## src/rtl/viterbi_frame_seq_if.sv

```systemverilog
// rtl/viterbi_frame_seq_if.sv - source, encoder, decoder and output bit streams of the frame sequencer
interface viterbi_frame_seq_if;
  logic src_valid_i;
  logic src_data_i;
  logic src_ready_o;
  logic enc_enable_o;
  logic enc_d_o;
  logic dec_d_i;
  logic out_valid_o;
  logic out_data_o;

  modport slave (
    input  src_valid_i, src_data_i, dec_d_i,
    output src_ready_o, enc_enable_o, enc_d_o, out_valid_o, out_data_o
  );

  modport master (
    output src_valid_i, src_data_i, dec_d_i,
    input  src_ready_o, enc_enable_o, enc_d_o, out_valid_o, out_data_o
  );
endinterface

```

## src/rtl/viterbi_frame_seq.sv

```systemverilog
// rtl/viterbi_frame_seq.sv - frame sequencer feeding a K=3 encoder and collecting decoder output bits
module viterbi_frame_seq #(
  parameter int MAX_LEN  = 256,
  parameter int TAIL_LEN = 2,
  parameter int DEC_LAT  = 16
) (
  input  logic                      clk,
  input  logic                      rst,
  input  logic                      start_i,
  input  logic [8:0]                frame_len_i,
  input  logic                      abort_i,
  viterbi_frame_seq_if.slave        bus,
  output logic                      busy_o,
  output logic                      done_o,
  output logic                      err_o
);

  typedef enum logic [2:0] {IDLE, LOAD, TAIL, DRAIN, DONE} state_t;

  state_t             state_q;
  logic [8:0]         len_q;
  logic [8:0]         in_cnt_q;
  logic [8:0]         tail_cnt_q;
  logic [8:0]         out_cnt_q;
  logic               enc_enable_q;
  logic               enc_d_q;
  logic               enc_tag_q;     // current encoder output carries a data bit (not tail/bubble)
  logic [DEC_LAT-1:0] tag_q;
  logic               busy_q;
  logic               done_q;
  logic               err_q;

  logic src_ready;
  logic xfer;
  logic last_xfer;
  logic len_ok;
  logic out_valid;
  logic kill;

  assign src_ready = (state_q == LOAD) && (in_cnt_q < len_q);
  assign xfer      = src_ready && bus.src_valid_i;
  assign last_xfer = xfer && ((in_cnt_q + 9'd1) == len_q);
  assign len_ok    = (frame_len_i != 9'd0) && (frame_len_i <= 9'(MAX_LEN));
  assign out_valid = tag_q[DEC_LAT-1];
  assign kill      = abort_i && (state_q != IDLE);

  assign bus.src_ready_o  = src_ready;
  assign bus.enc_enable_o = enc_enable_q;
  assign bus.enc_d_o      = enc_d_q;
  assign bus.out_valid_o  = out_valid;
  assign bus.out_data_o   = out_valid & bus.dec_d_i;
  assign busy_o           = busy_q;
  assign done_o           = done_q;
  assign err_o            = err_q;

  // Tag pipeline: tag_q[0] lines up with the cycle after the encoder output, so the last stage meets dec_d_i
  always_ff @(posedge clk) begin
    if (rst || kill) begin
      tag_q <= '0;
    end else begin
      tag_q <= {tag_q[DEC_LAT-2:0], enc_tag_q};
    end
  end

  // Frame FSM with registered encoder drive, status pulses and bit counters
  always_ff @(posedge clk) begin
    if (rst) begin
      state_q      <= IDLE;
      len_q        <= 9'd0;
      in_cnt_q     <= 9'd0;
      tail_cnt_q   <= 9'd0;
      out_cnt_q    <= 9'd0;
      enc_enable_q <= 1'b0;
      enc_d_q      <= 1'b0;
      enc_tag_q    <= 1'b0;
      busy_q       <= 1'b0;
      done_q       <= 1'b0;
      err_q        <= 1'b0;
    end else begin
      enc_enable_q <= 1'b0;
      enc_d_q      <= 1'b0;
      enc_tag_q    <= 1'b0;
      done_q       <= 1'b0;
      err_q        <= 1'b0;
      if (kill) begin
        state_q    <= IDLE;
        in_cnt_q   <= 9'd0;
        tail_cnt_q <= 9'd0;
        out_cnt_q  <= 9'd0;
        busy_q     <= 1'b0;
      end else begin
        if (out_valid && (state_q != IDLE)) begin
          out_cnt_q <= out_cnt_q + 9'd1;
        end
        case (state_q)
          IDLE: begin
            // abort_i in IDLE swallows a simultaneous start without flagging an error
            if (start_i && !abort_i) begin
              if (len_ok) begin
                state_q    <= LOAD;
                len_q      <= frame_len_i;
                in_cnt_q   <= 9'd0;
                tail_cnt_q <= 9'd0;
                out_cnt_q  <= 9'd0;
                busy_q     <= 1'b1;
              end else begin
                err_q <= 1'b1;
              end
            end
          end
          LOAD: begin
            if (xfer) begin
              enc_enable_q <= 1'b1;
              enc_d_q      <= bus.src_data_i;
              enc_tag_q    <= 1'b1;
              in_cnt_q     <= in_cnt_q + 9'd1;
              if (last_xfer) begin
                state_q <= (TAIL_LEN > 0) ? TAIL : DRAIN;
              end
            end
          end
          TAIL: begin
            enc_enable_q <= 1'b1;
            tail_cnt_q   <= tail_cnt_q + 9'd1;
            if (tail_cnt_q == 9'(TAIL_LEN - 1)) begin
              state_q <= DRAIN;
            end
          end
          DRAIN: begin
            if (out_cnt_q == len_q) begin
              state_q <= DONE;
              done_q  <= 1'b1;
              busy_q  <= 1'b0;
            end
          end
          DONE: begin
            state_q <= IDLE;
          end
          default: begin
            state_q <= IDLE;
          end
        endcase
      end
    end
  end

endmodule

```

## src/flat_wrapper.sv

```systemverilog
// flat-port wrapper written by rule: the top's interface ports become plain ports
module viterbi_frame_seq_flat 
#(
  parameter int MAX_LEN  = 256,
  parameter int TAIL_LEN = 2,
  parameter int DEC_LAT  = 16
)
  (clk, rst, start_i, frame_len_i, abort_i, busy_o, done_o, err_o, bus_src_valid_i, bus_src_data_i, bus_dec_d_i, bus_src_ready_o, bus_enc_enable_o, bus_enc_d_o, bus_out_valid_o, bus_out_data_o);
  viterbi_frame_seq_if bus_i ();
  input  logic clk;
  input  logic rst;
  input  logic start_i;
  input  logic [8:0] frame_len_i;
  input  logic abort_i;
  output logic busy_o;
  output logic done_o;
  output logic err_o;
  input wire logic [$bits(bus_i.src_valid_i)-1:0] bus_src_valid_i;
  input wire logic [$bits(bus_i.src_data_i)-1:0] bus_src_data_i;
  input wire logic [$bits(bus_i.dec_d_i)-1:0] bus_dec_d_i;
  output wire logic [$bits(bus_i.src_ready_o)-1:0] bus_src_ready_o;
  output wire logic [$bits(bus_i.enc_enable_o)-1:0] bus_enc_enable_o;
  output wire logic [$bits(bus_i.enc_d_o)-1:0] bus_enc_d_o;
  output wire logic [$bits(bus_i.out_valid_o)-1:0] bus_out_valid_o;
  output wire logic [$bits(bus_i.out_data_o)-1:0] bus_out_data_o;
  assign bus_i.src_valid_i = bus_src_valid_i;
  assign bus_i.src_data_i = bus_src_data_i;
  assign bus_i.dec_d_i = bus_dec_d_i;
  assign bus_src_ready_o = bus_i.src_ready_o;
  assign bus_enc_enable_o = bus_i.enc_enable_o;
  assign bus_enc_d_o = bus_i.enc_d_o;
  assign bus_out_valid_o = bus_i.out_valid_o;
  assign bus_out_data_o = bus_i.out_data_o;
  viterbi_frame_seq #(.MAX_LEN(MAX_LEN), .TAIL_LEN(TAIL_LEN), .DEC_LAT(DEC_LAT)) u_core (.clk(clk), .rst(rst), .start_i(start_i), .frame_len_i(frame_len_i), .abort_i(abort_i), .bus(bus_i), .busy_o(busy_o), .done_o(done_o), .err_o(err_o));
endmodule
```

## config.mk

```make
export PLATFORM = sky130hd
export DESIGN_NAME = viterbi_frame_seq_flat
export DESIGN_NICKNAME = d
export VERILOG_FILES = /design/src/rtl/viterbi_frame_seq_if.sv /design/src/rtl/viterbi_frame_seq.sv /design/src/flat_wrapper.sv
export SDC_FILE = /design/constraint.sdc
export NUM_CORES = 1
export LEC_CHECK = 0
export ABC_AREA = 1
export ABC_CLOCK_PERIOD_IN_PS = 1600
export CAP_MARGIN = 20
export CORE_ASPECT_RATIO = 0.6
export CORE_MARGIN = 2
export CORE_UTILIZATION = 35
export CTS_CLUSTER_DIAMETER = 120
export DETAILED_ROUTE_END_ITERATION = 10
export PLACE_DENSITY = 0.63
export SLEW_MARGIN = 20
export SYNTH_ARGS = -nofsm -noshare
export SYNTH_HDL_FRONTEND = slang
export SYNTH_SLANG_ARGS = --single-unit
```

## constraint.sdc

```tcl
create_clock -name clk -period 1.6 [get_ports clk]
set_input_delay 0.32 -clock clk [delete_from_list [all_inputs] [get_ports clk]]
set_output_delay 0.32 -clock clk [all_outputs]
set_load 0.05 [all_outputs]
```

## Word-level counts from Yosys, hierarchy flattened

Index checks and enable logic that the tools add are counted.

| word-level totals | value |
|---|---|
| output and inout port bits | 8 |
| register bits after elaboration | 61 |
| logic and storage cells | 85 |

| operators by class | value |
|---|---|
| multiplexer cells | 24 |
| $add $sub $neg | 3 |
| bitwise logic cells | 7 |
| eq/ne operators | 12 |
| magnitude comparators | 2 |
| reductions and logical operators | 25 |

Operator list:

| operator | count |
|---|---|
| $mux 9 | 7 |
| $pmux 9 s2 | 2 |
| $add 9x1->9 const B | 3 |
| $eq 9x9->1 | 2 |
| $mux 3 | 6 |
| $ne 2x1->1 const B | 6 |
| $pmux 3 s4 | 1 |
| $reduce_and 4->1 | 3 |
| $eq 9x1->1 const B | 1 |
| $le 9x9->1 const B | 1 |
| $lt 9x9->1 | 1 |
| $reduce_bool 9->1 | 1 |
| $reduce_or 4->1 | 2 |
| $logic_and 1x1->1 | 7 |
| $eq 3x2->1 const B | 2 |
| $mux 1 | 6 |
| $not 1->1 | 6 |
| $reduce_and 6->1 | 1 |
| $reduce_bool 2->1 | 3 |
| $reduce_or 3->1 | 2 |
| $pmux 1 s2 | 2 |
| $eq 3x1->1 const B | 1 |
| $logic_not 3->1 | 1 |
| $reduce_and 3->1 | 1 |
| other kinds (5) | 5 |

## Longest topological paths before layout

| depth | value |
|---|---|
| depth in word-level cells | 7 |
| depth in mapped cells | 14 |
| depth with buffers taken out | 14 |

## Least setup slack after synthesis

Ideal clock, no wire load.

| path | value |
|---|---|
| path kind | register to register |
| start | register u_core.len_q[8] |
| end | register u_core.in_cnt_q[1] |
| cell stages (with the launch flop) | 12 |
| arrival time | 2.129 ns |
| slack | -0.600 ns |
| setup time | 0.071 ns |
| data required time | 1.529 ns |
| buffers on the path | 1 |
| cell sequence | dfxtp_1 inv_1 ha_1 a21oi_1 o21a_1 nand3_1 nor2_2 nand2_1 nand2_2 buf_4 nand3_1 a21oi_1 |

| on the way | value |
|---|---|
| word-level cells in the longest chain between the ends | 5 |

Ends and longest elaborated chain:

| item | RTL line | text |
|---|---|---|
| from (decl) | viterbi_frame_seq.sv:21 | `logic [8:0] len_q;` |
| from (signal assigned) | viterbi_frame_seq.sv:101 | `len_q <= frame_len_i;` |
| $lt 9x9->1 | viterbi_frame_seq.sv:40 | `assign src_ready = (state_q == LOAD) && (in_cnt_q < len_q);` |
| $logic_and 1x1->1 | viterbi_frame_seq.sv:40 |  |
| via bus_src_ready_o | flat_wrapper.sv:21 | `output wire logic [$bits(bus_i.src_ready_o)-1:0] bus_src_ready_o;` |
| $logic_and 1x1->1 | viterbi_frame_seq.sv:41 | `assign xfer = src_ready && bus.src_valid_i;` |
| $ne 2x1->1 (no source line) | - |  |
| $reduce_and 4->1 (no source line) | - |  |
| to (signal assigned) | viterbi_frame_seq.sv:116 | `in_cnt_q <= in_cnt_q + 9'd1;` |
| to (decl) | viterbi_frame_seq.sv:22 | `logic [8:0] in_cnt_q;` |

The timed path passes the listed nets, and every way through them passes these cells.
A chain may end at the register's enable or synchronous reset.

## Worst setup path in the final report

| path | value |
|---|---|
| start | register u_core.len_q[1] |
| end | output bus_src_ready_o |

| on the way | value |
|---|---|
| word-level cells in the longest chain between the ends | 2 |

Ends and longest elaborated chain:

| item | RTL line |
|---|---|
| $lt 9x9->1 | viterbi_frame_seq.sv:40 |
| $logic_and 1x1->1 | viterbi_frame_seq.sv:40 |
| to (decl) | flat_wrapper.sv:21 |

Every way passes these cells.

==> results.md <==
- The flow ran to the end, but the final reports show violations.
- The final reports fail on setup timing.
- The first-pass detailed-route iteration total is 4.
- The count of unique library cells instantiated by Yosys is 41.
- The number of vias in the routed layout is 3170.
- Yosys mapped a number of flops with a built-in enable equal to 0.
- Summed over all nets, the half-perimeter wirelength after detailed placement is 6560 um.
- In this design, the largest share of critical-path delay is due to simple AND/OR/NAND/NOR gates.
- For this design the static power due to leakage is 0.00207 uW.
- The fraction of power spent switching nets is 37.2%.
- For this run, design rule violations remaining after detail routing come to 0.
- By count the netlist is led by sky130_fd_sc_hd__nand2_1, sky130_fd_sc_hd__dfxtp_1, sky130_fd_sc_hd__inv_1.
- After synthesis, the share of flip-flops with an asynchronous set or reset is 0%.
- The post-synthesis register bit count is 61.
- For this run, the slowest stage of the critical path takes 360 ps.
- In the final timing run, aggregate negative setup slack is -5610 ps.
- Power spread over the standard cell area amounts to 1410 nW/um2.
- Timing analysis after detailed placement gives a worst setup slack of -398 ps.
- In this run the worst hold path is classified as input pin to flop.
- By area the synthesized netlist is led by sky130_fd_sc_hd__dfxtp_1, sky130_fd_sc_hd__nand2_1, sky130_fd_sc_hd__inv_1.
- The total number of placement rows is 26.
- After the last flow step, the layout net total stands at 565.
- The kind of launch point of the worst setup path is a flop.
- The number of max-slew violations in the final report was 0.
- The proportion of power drawn by the clock network is 28.1%.
- The power share of the sequential group is 25.1%.
- The switching power summed over all nets is 2600 uW.
- Of the total power, combinational logic draws 46.8%.
- The number of design-rule violations left by the first detailed-router iteration is 317.
- The I/O pin total is 24.
- The post-route antenna net violation count is 0.
- The last weighted congestion value of the routability-driven placer is 0.949.
- Traced cell by cell, the critical path runs through inv_2 -> ha_2 -> nand2_1 -> nor2_1 -> nand3b_1 -> nand3_2 -> nor2_4 -> buf_6 -> buf_12.
- Setup violations remaining at the end of the flow were counted as 41.
- On the final layout, the worst clock skew is 6.01 ps.
- Sequential elements use 39.1% of the synthesized area.
- Setup repair after global routing could not meet its margin everywhere.
- The number of fill cells in the layout is 779.
- The hold violation count in the final report is 0.
- The clock insertion delay at the later pin of the skew report is 330 ps.
- By instance count, the leading cell after synthesis is sky130_fd_sc_hd__nand2_1.
- The CTS buffer count is 9.
- The critical path contains buffers and inverters numbering 3 combined.
- For this design, the slowest cell found on the critical path is sky130_fd_sc_hd__dfxtp_2.
- After floorplanning, the core was sized to cover 8590 um2.
- Once layout is complete, the utilization of the core stands at 57.8%.
- The synthesized instance count is 418.
- The tree built by TritonCTS fans out to 61 sinks.
- The post-route netlist has 46.0% of its cells at a drive strength greater than 1.
- The number of global-route vias before repair was 2853.
- The starting density of the core is 36.3%.
- During placement, the flow inserted port buffers numbering 23.
- The worst relative slew slack is 74.3%.
- The maximum fanout count along the critical path is 2.
- The signed area change from the synthesized netlist to the final layout is 59.1%.
- Once placement completed, the tool counted placed cells totaling 617.
- The post-CTS clock slew at the launch and capture registers of the worst setup and hold paths is 60 ps.
- The maximum achievable frequency is 0.469 GHz.
- The root buffer cell chosen for the clock tree is sky130_fd_sc_hd__clkbuf_16.
- The routed length per instance is 14.2 um.
- The netlist area before placement is 3120 um2.
- The first global-routing pass estimated 14000 um of wire.
- The per-cell via count in the routed design is 4.85.
- TritonCTS built the clock tree.
- The number of levels the H-tree was split into is 3.
- For the worst setup path, the data required time is 1280 ps.
- The largest area contributor in the synthesized netlist is sky130_fd_sc_hd__dfxtp_1.
- Max-cap violations in this run came to 0.
- The type of the worst setup path is flop to output pin.
- The total routing usage reported by global routing is 18.5%.
- The maximum resistive drop on vdd is 0.723 mV.
- Entering global routing, the biggest net connects 18 pins.
- Data on the critical path arrives at its endpoint at 1810 ps.
- The die outline width is 126 um.
- The tightest hold path in the finished design has a slack of 407 ps.
- The top cell type's share of synthesized area is 39.1%.
- The total wirelength of the detailed-routed design is 9300 um.
- The slew of the pin with the lowest slew margin is 383 ps.
- For this run the aggregate overflow at the end of global routing stands at 0.
- In the synthesized netlist the dominant register cell turns out to be sky130_fd_sc_hd__dfxtp_1.
- The total of warnings raised by yosys is 0.
- The design internal power is 4400 uW.
- Of the available clock period, the critical path in the final layout requires 133%.
- The routed design could run at a clock period as short as 2130 ps.
- The maximum buffer depth of the clock tree is 2.
- The final cell count without fillers is 653.
- 0 antenna diodes ended up in the layout.
- The die outline area is 9720 um2.
- The number of nets in the synthesized netlist is 447.
- Across all setup checks in the final design, the least slack found is -532 ps.
- The floorplan step set the die height to 77.2 um.
- Each instance of the synthesized netlist takes up on average 7.47 um2.
- STA classifies the critical path endpoint as an output pin.
- The number of antenna violations at the first check in global routing came to 0.
## worst reg2reg max path, stage by stage, from the launching register on
cell and delay (ps):
sky130_fd_sc_hd__dfxtp_2 390, sky130_fd_sc_hd__ha_2 280, sky130_fd_sc_hd__nand2_1 90, sky130_fd_sc_hd__nor2_1 70
sky130_fd_sc_hd__nand3b_1 100, sky130_fd_sc_hd__nand3_2 140, sky130_fd_sc_hd__nor2_4 170, sky130_fd_sc_hd__buf_4 130
sky130_fd_sc_hd__nand2_4 60, sky130_fd_sc_hd__nand2_4 110, sky130_fd_sc_hd__clkinvlp_4 160, sky130_fd_sc_hd__a21oi_2 140
sky130_fd_sc_hd__nor2_1 60
## state kept, by name (all words and copies together), names as in the netlist
signal,cells
u_core.enc_tag_q,1
u_core.err_o,1
u_core.in_cnt_q,9
u_core.len_q,9
u_core.bus.enc_enable_o,1
u_core.tag_q,16
u_core.bus.enc_d_o,1
u_core.out_cnt_q,9
u_core.tail_cnt_q,9
u_core.busy_o,1
u_core.state_q,3
u_core.done_o,1
## power groups by stage
stage	Sequential [uW]	Combinational, uW	Clock, uW
5_1_grt	1770	3520	2070
4_1_cts	1750	2690	1990
3_5_place_dp	1770	2400	0
2_1_floorplan	1850	1330	0
3_3_place_gp	1770	2370	0
6_report	1760	3280	1960
## path summary, 6_finish.rpt
| path | startpoint | end | slack [ps] | cells past startpoint |
|---|---|---|---|---|
| max | u_core.len_q[1] | bus_src_ready_o | -530 | 9 |
| min | frame_len_i[6] | u_core.len_q[6] | 410 | 3 |
| max reg2reg | u_core.in_cnt_q[1] | u_core.in_cnt_q[4] | -390 | 12 |
| min reg2reg | u_core.tag_q[10] | u_core.tag_q[11] | 410 | 2 |
## per-stage QoR
stage / total power [uW] / area (um2)
floorplan: 3180 / 3210
global placement: 4130 / 4100
detailed placement: 4170 / 4100
CTS: 6440 / 4570
global route: 7350 / 4970
finish: 7000 / 4970
## repair_timing
action | CTS | global route
setup buffers | 10 | 10
gates cloned | 0 | 0
endpoints found under the setup margin | 38 | 37
hold buffers | 0 | 0
pin swaps | 20 | 20
gates resized for setup | 42 | 100
## layout by cell type, fill, tap and decap left out, types with 7 or more instances in the layout
cell	synthesis	final
sky130_fd_sc_hd__nor2_4	1	7
sky130_fd_sc_hd__buf_6	0	13
sky130_fd_sc_hd__nand2_4	2	7
sky130_fd_sc_hd__inv_1	59	47
sky130_fd_sc_hd__nand4_1	7	7
sky130_fd_sc_hd__o21ai_1	4	10
sky130_fd_sc_hd__clkdlybuf4s50_1	0	7
sky130_fd_sc_hd__nor2_1	47	29
sky130_fd_sc_hd__nand2_1	71	61
sky130_fd_sc_hd__xor2_1	11	11
sky130_fd_sc_hd__dfxtp_2	0	16
sky130_fd_sc_hd__nand3_2	0	7
sky130_fd_sc_hd__inv_2	3	12
sky130_fd_sc_hd__nand2_2	3	8
sky130_fd_sc_hd__a21oi_1	33	19
sky130_fd_sc_hd__dlygate4sd2_1	0	8
sky130_fd_sc_hd__nor2_2	4	16
sky130_fd_sc_hd__nand3_1	29	22
sky130_fd_sc_hd__o21ai_2	0	8
sky130_fd_sc_hd__buf_4	4	85
sky130_fd_sc_hd__a21oi_2	1	13
sky130_fd_sc_hd__dfxtp_1	61	44
sky130_fd_sc_hd__clkbuf_16	0	9
## routing by layer
metal	global-route usage, %	up-vias	part of all wire [%]
li1	-	1599	-
met3	4.95	11	5.3
met5	0	-	0
met4	5.38	0	1.1
met1	27.9	1482	50
met2	25.6	78	43
## area by class of cell
cell class | instances | area (um2) | area share [%]
multi-input cells | 283 | 2010 | 40.4
flip-flops and latches | 61 | 1240 | 25.1
repair buffers | 118 | 1020 | 20.5
inverters | 63 | 253 | 5.09
clock buffers | 9 | 225 | 4.54
well taps | 112 | 140 | 2.82
clock inverters | 7 | 75.1 | 1.51
## kinds of logic (layout without fill, tap and decap cells)
family	Yosys count	after routing	synth area share [%]
xor gates and xnor gates	19	19	6.01
and+or+nand+nor	191	191	29.7
buffers and inverters	74	197	9.66
DFF	61	61	39.1
adders and majority gates	13	13	5.21
AOI/OAI and AO/OA	60	60	10.3
Power figures use the tool's default switching activity.
==> RTL change (config.mk and constraints unchanged) <==
`DEC_LAT` is set to 16 in 2 places; all go to 32.
--- a/src/rtl/viterbi_frame_seq.sv
+++ b/src/rtl/viterbi_frame_seq.sv
@@ -2,7 +2,7 @@
 module viterbi_frame_seq #(
   parameter int MAX_LEN  = 256,
   parameter int TAIL_LEN = 2,
-  parameter int DEC_LAT  = 16
+  parameter int DEC_LAT  = 32
 ) (
   input  logic                      clk,
   input  logic                      rst,
--- a/src/flat_wrapper.sv
+++ b/src/flat_wrapper.sv
@@ -3,7 +3,7 @@
 #(
   parameter int MAX_LEN  = 256,
   parameter int TAIL_LEN = 2,
-  parameter int DEC_LAT  = 16
+  parameter int DEC_LAT  = 32
 )
   (clk, rst, start_i, frame_len_i, abort_i, busy_o, done_o, err_o, bus_src_valid_i, bus_src_data_i, bus_dec_d_i, bus_src_ready_o, bus_enc_enable_o, bus_enc_d_o, bus_out_valid_o, bus_out_data_o);
   viterbi_frame_seq_if bus_i ();
Formal check against the unedited RTL: same outputs for any inputs over 10 cycles, from zero or initial values and one cycle with rst high; that may be too few to reach the edited logic, so the function may still have changed.
==> RTL change against the unedited design <==
The flow still finishes with violations (negative setup slack); clock skew is essentially flat; worst hold slack lost 0.0085 ns; wire length grew 6.2%; core utilization shrank 3.9 points; critical path type unchanged; non-clock buffer count shrank 7; sequential power grew 27%; sequential cell count grew 16; worst setup slack lost 0.0087 ns; power grew 6.9%; final area grew 7.3%; area after synthesis grew 14%.
==> RTL change: results <==
set metrics [dict create \
    yosysSeqAreaShare_pct 43.2 \
    grt_use_met1_pct 23.6 \
    worst_slack_ns -0.541 \
    critPathMaxStageDelay_ns 0.33 \
    min_from "frame_len_i[4]" \
    violations "negative setup slack" \
    hpwl_mm 6.72 \
    grt_pass1_wl_mm 15.6 \
    ff2ff_setup_slack_ns -0.45 \
    synth-compound-area-share_pct 7.64 \
    wl_met1_mm 4.75 \
    p_seq_share_pct 29.8 \
    track_usage_pct 18.5 \
    synthTopCellsByCount "97 x nand2_1, 96 x nor2_1, 82 x inv_1, 77 x dfxtp_1, 28 x nand3_1" \
    layout-drive-gt1-share_pct 36.6 \
    nets 633 \
    r2r_start "u_core.len_q[8]$_SDFFE_PP0P_" \
    reg2reg_to "u_core.in_cnt_q[5]$_SDFFE_PP0P_" \
    peakVddDrop_mv 0.806 \
    vias_per_cell 4.69 \
    yosys.area_share.adder_pct 4.56 \
    yosys.cell_types.count 36 \
    setup_viol 15 \
    routed_wl_mm 9.88 \
    place_congestion 0.875 \
    tightest_slew_ns 0.546 \
    finClkSkew_ns 0.00553 \
    met3_usage_pct 6.29 \
    ff2ff_path_depth 13 \
    status "finished with violations" \
]
## RTL change: cell count changes after synthesis, sizes merged, moves of 9 or more
cell and change:
nor2 +45, nand2 +23, inv +22, dfxtp +16, a21oi -15, a211oi +9
## RTL change: area by class of cell
cell class | instances | area (um2)
inverters | 85 | 334
well taps | 135 | 169
flip-flops and latches | 77 | 1570
clock inverters | 7 | 57.6
clock buffers | 9 | 225
multi-input cells | 320 | 2030
repair buffers | 111 | 952
fillers | 896 | 4550
## RTL change: how the worst min path moves through the flow
stage / slack [ns] / cells past startpoint / to
after global placement: 0.39 / 2 / u_core.tag_q[17]$_SDFF_PP0_
after detailed placement: 0.40 / 2 / u_core.tag_q[31]$_SDFF_PP0_
after floorplan: 0.39 / 2 / u_core.tag_q[31]$_SDFF_PP0_
after global routing: 0.42 / 2 / u_core.tag_q[25]$_SDFF_PP0_
final: 0.40 / 3 / u_core.len_q[4]$_SDFFE_PP0P_
after CTS: 0.39 / 3 / u_core.len_q[4]$_SDFFE_PP0P_
## RTL change: timing repair
action / CTS / global route
gates cloned: 1 / 0
pin swaps: 23 / 16
gates resized for setup: 64 / 48
endpoints found under the hold margin: 0 / 0
setup buffers: 9 / 14
endpoints found under the setup margin: 33 / 44
## RTL change: worst min-delay path: cells and delay by family
kind,cells,cell delay [ns]
compound gates,1,0.05
buf+inv,1,0.24
simple gates,1,0.10
## RTL change: stage by stage
| step | cells | setup TNS (ns) | area (um2) |
|---|---|---|---|
| 2_1_floorplan | 490 | -4.69 | 3670 |
| 3_3_place_gp | 708 | -14.96 | 4540 |
| 3_5_place_dp | 708 | -16.31 | 4540 |
| 4_1_cts | 734 | -4.53 | 5080 |
| 5_1_grt | 744 | -7.02 | 5330 |
| 6_report | 744 | -5.63 | 5330 |
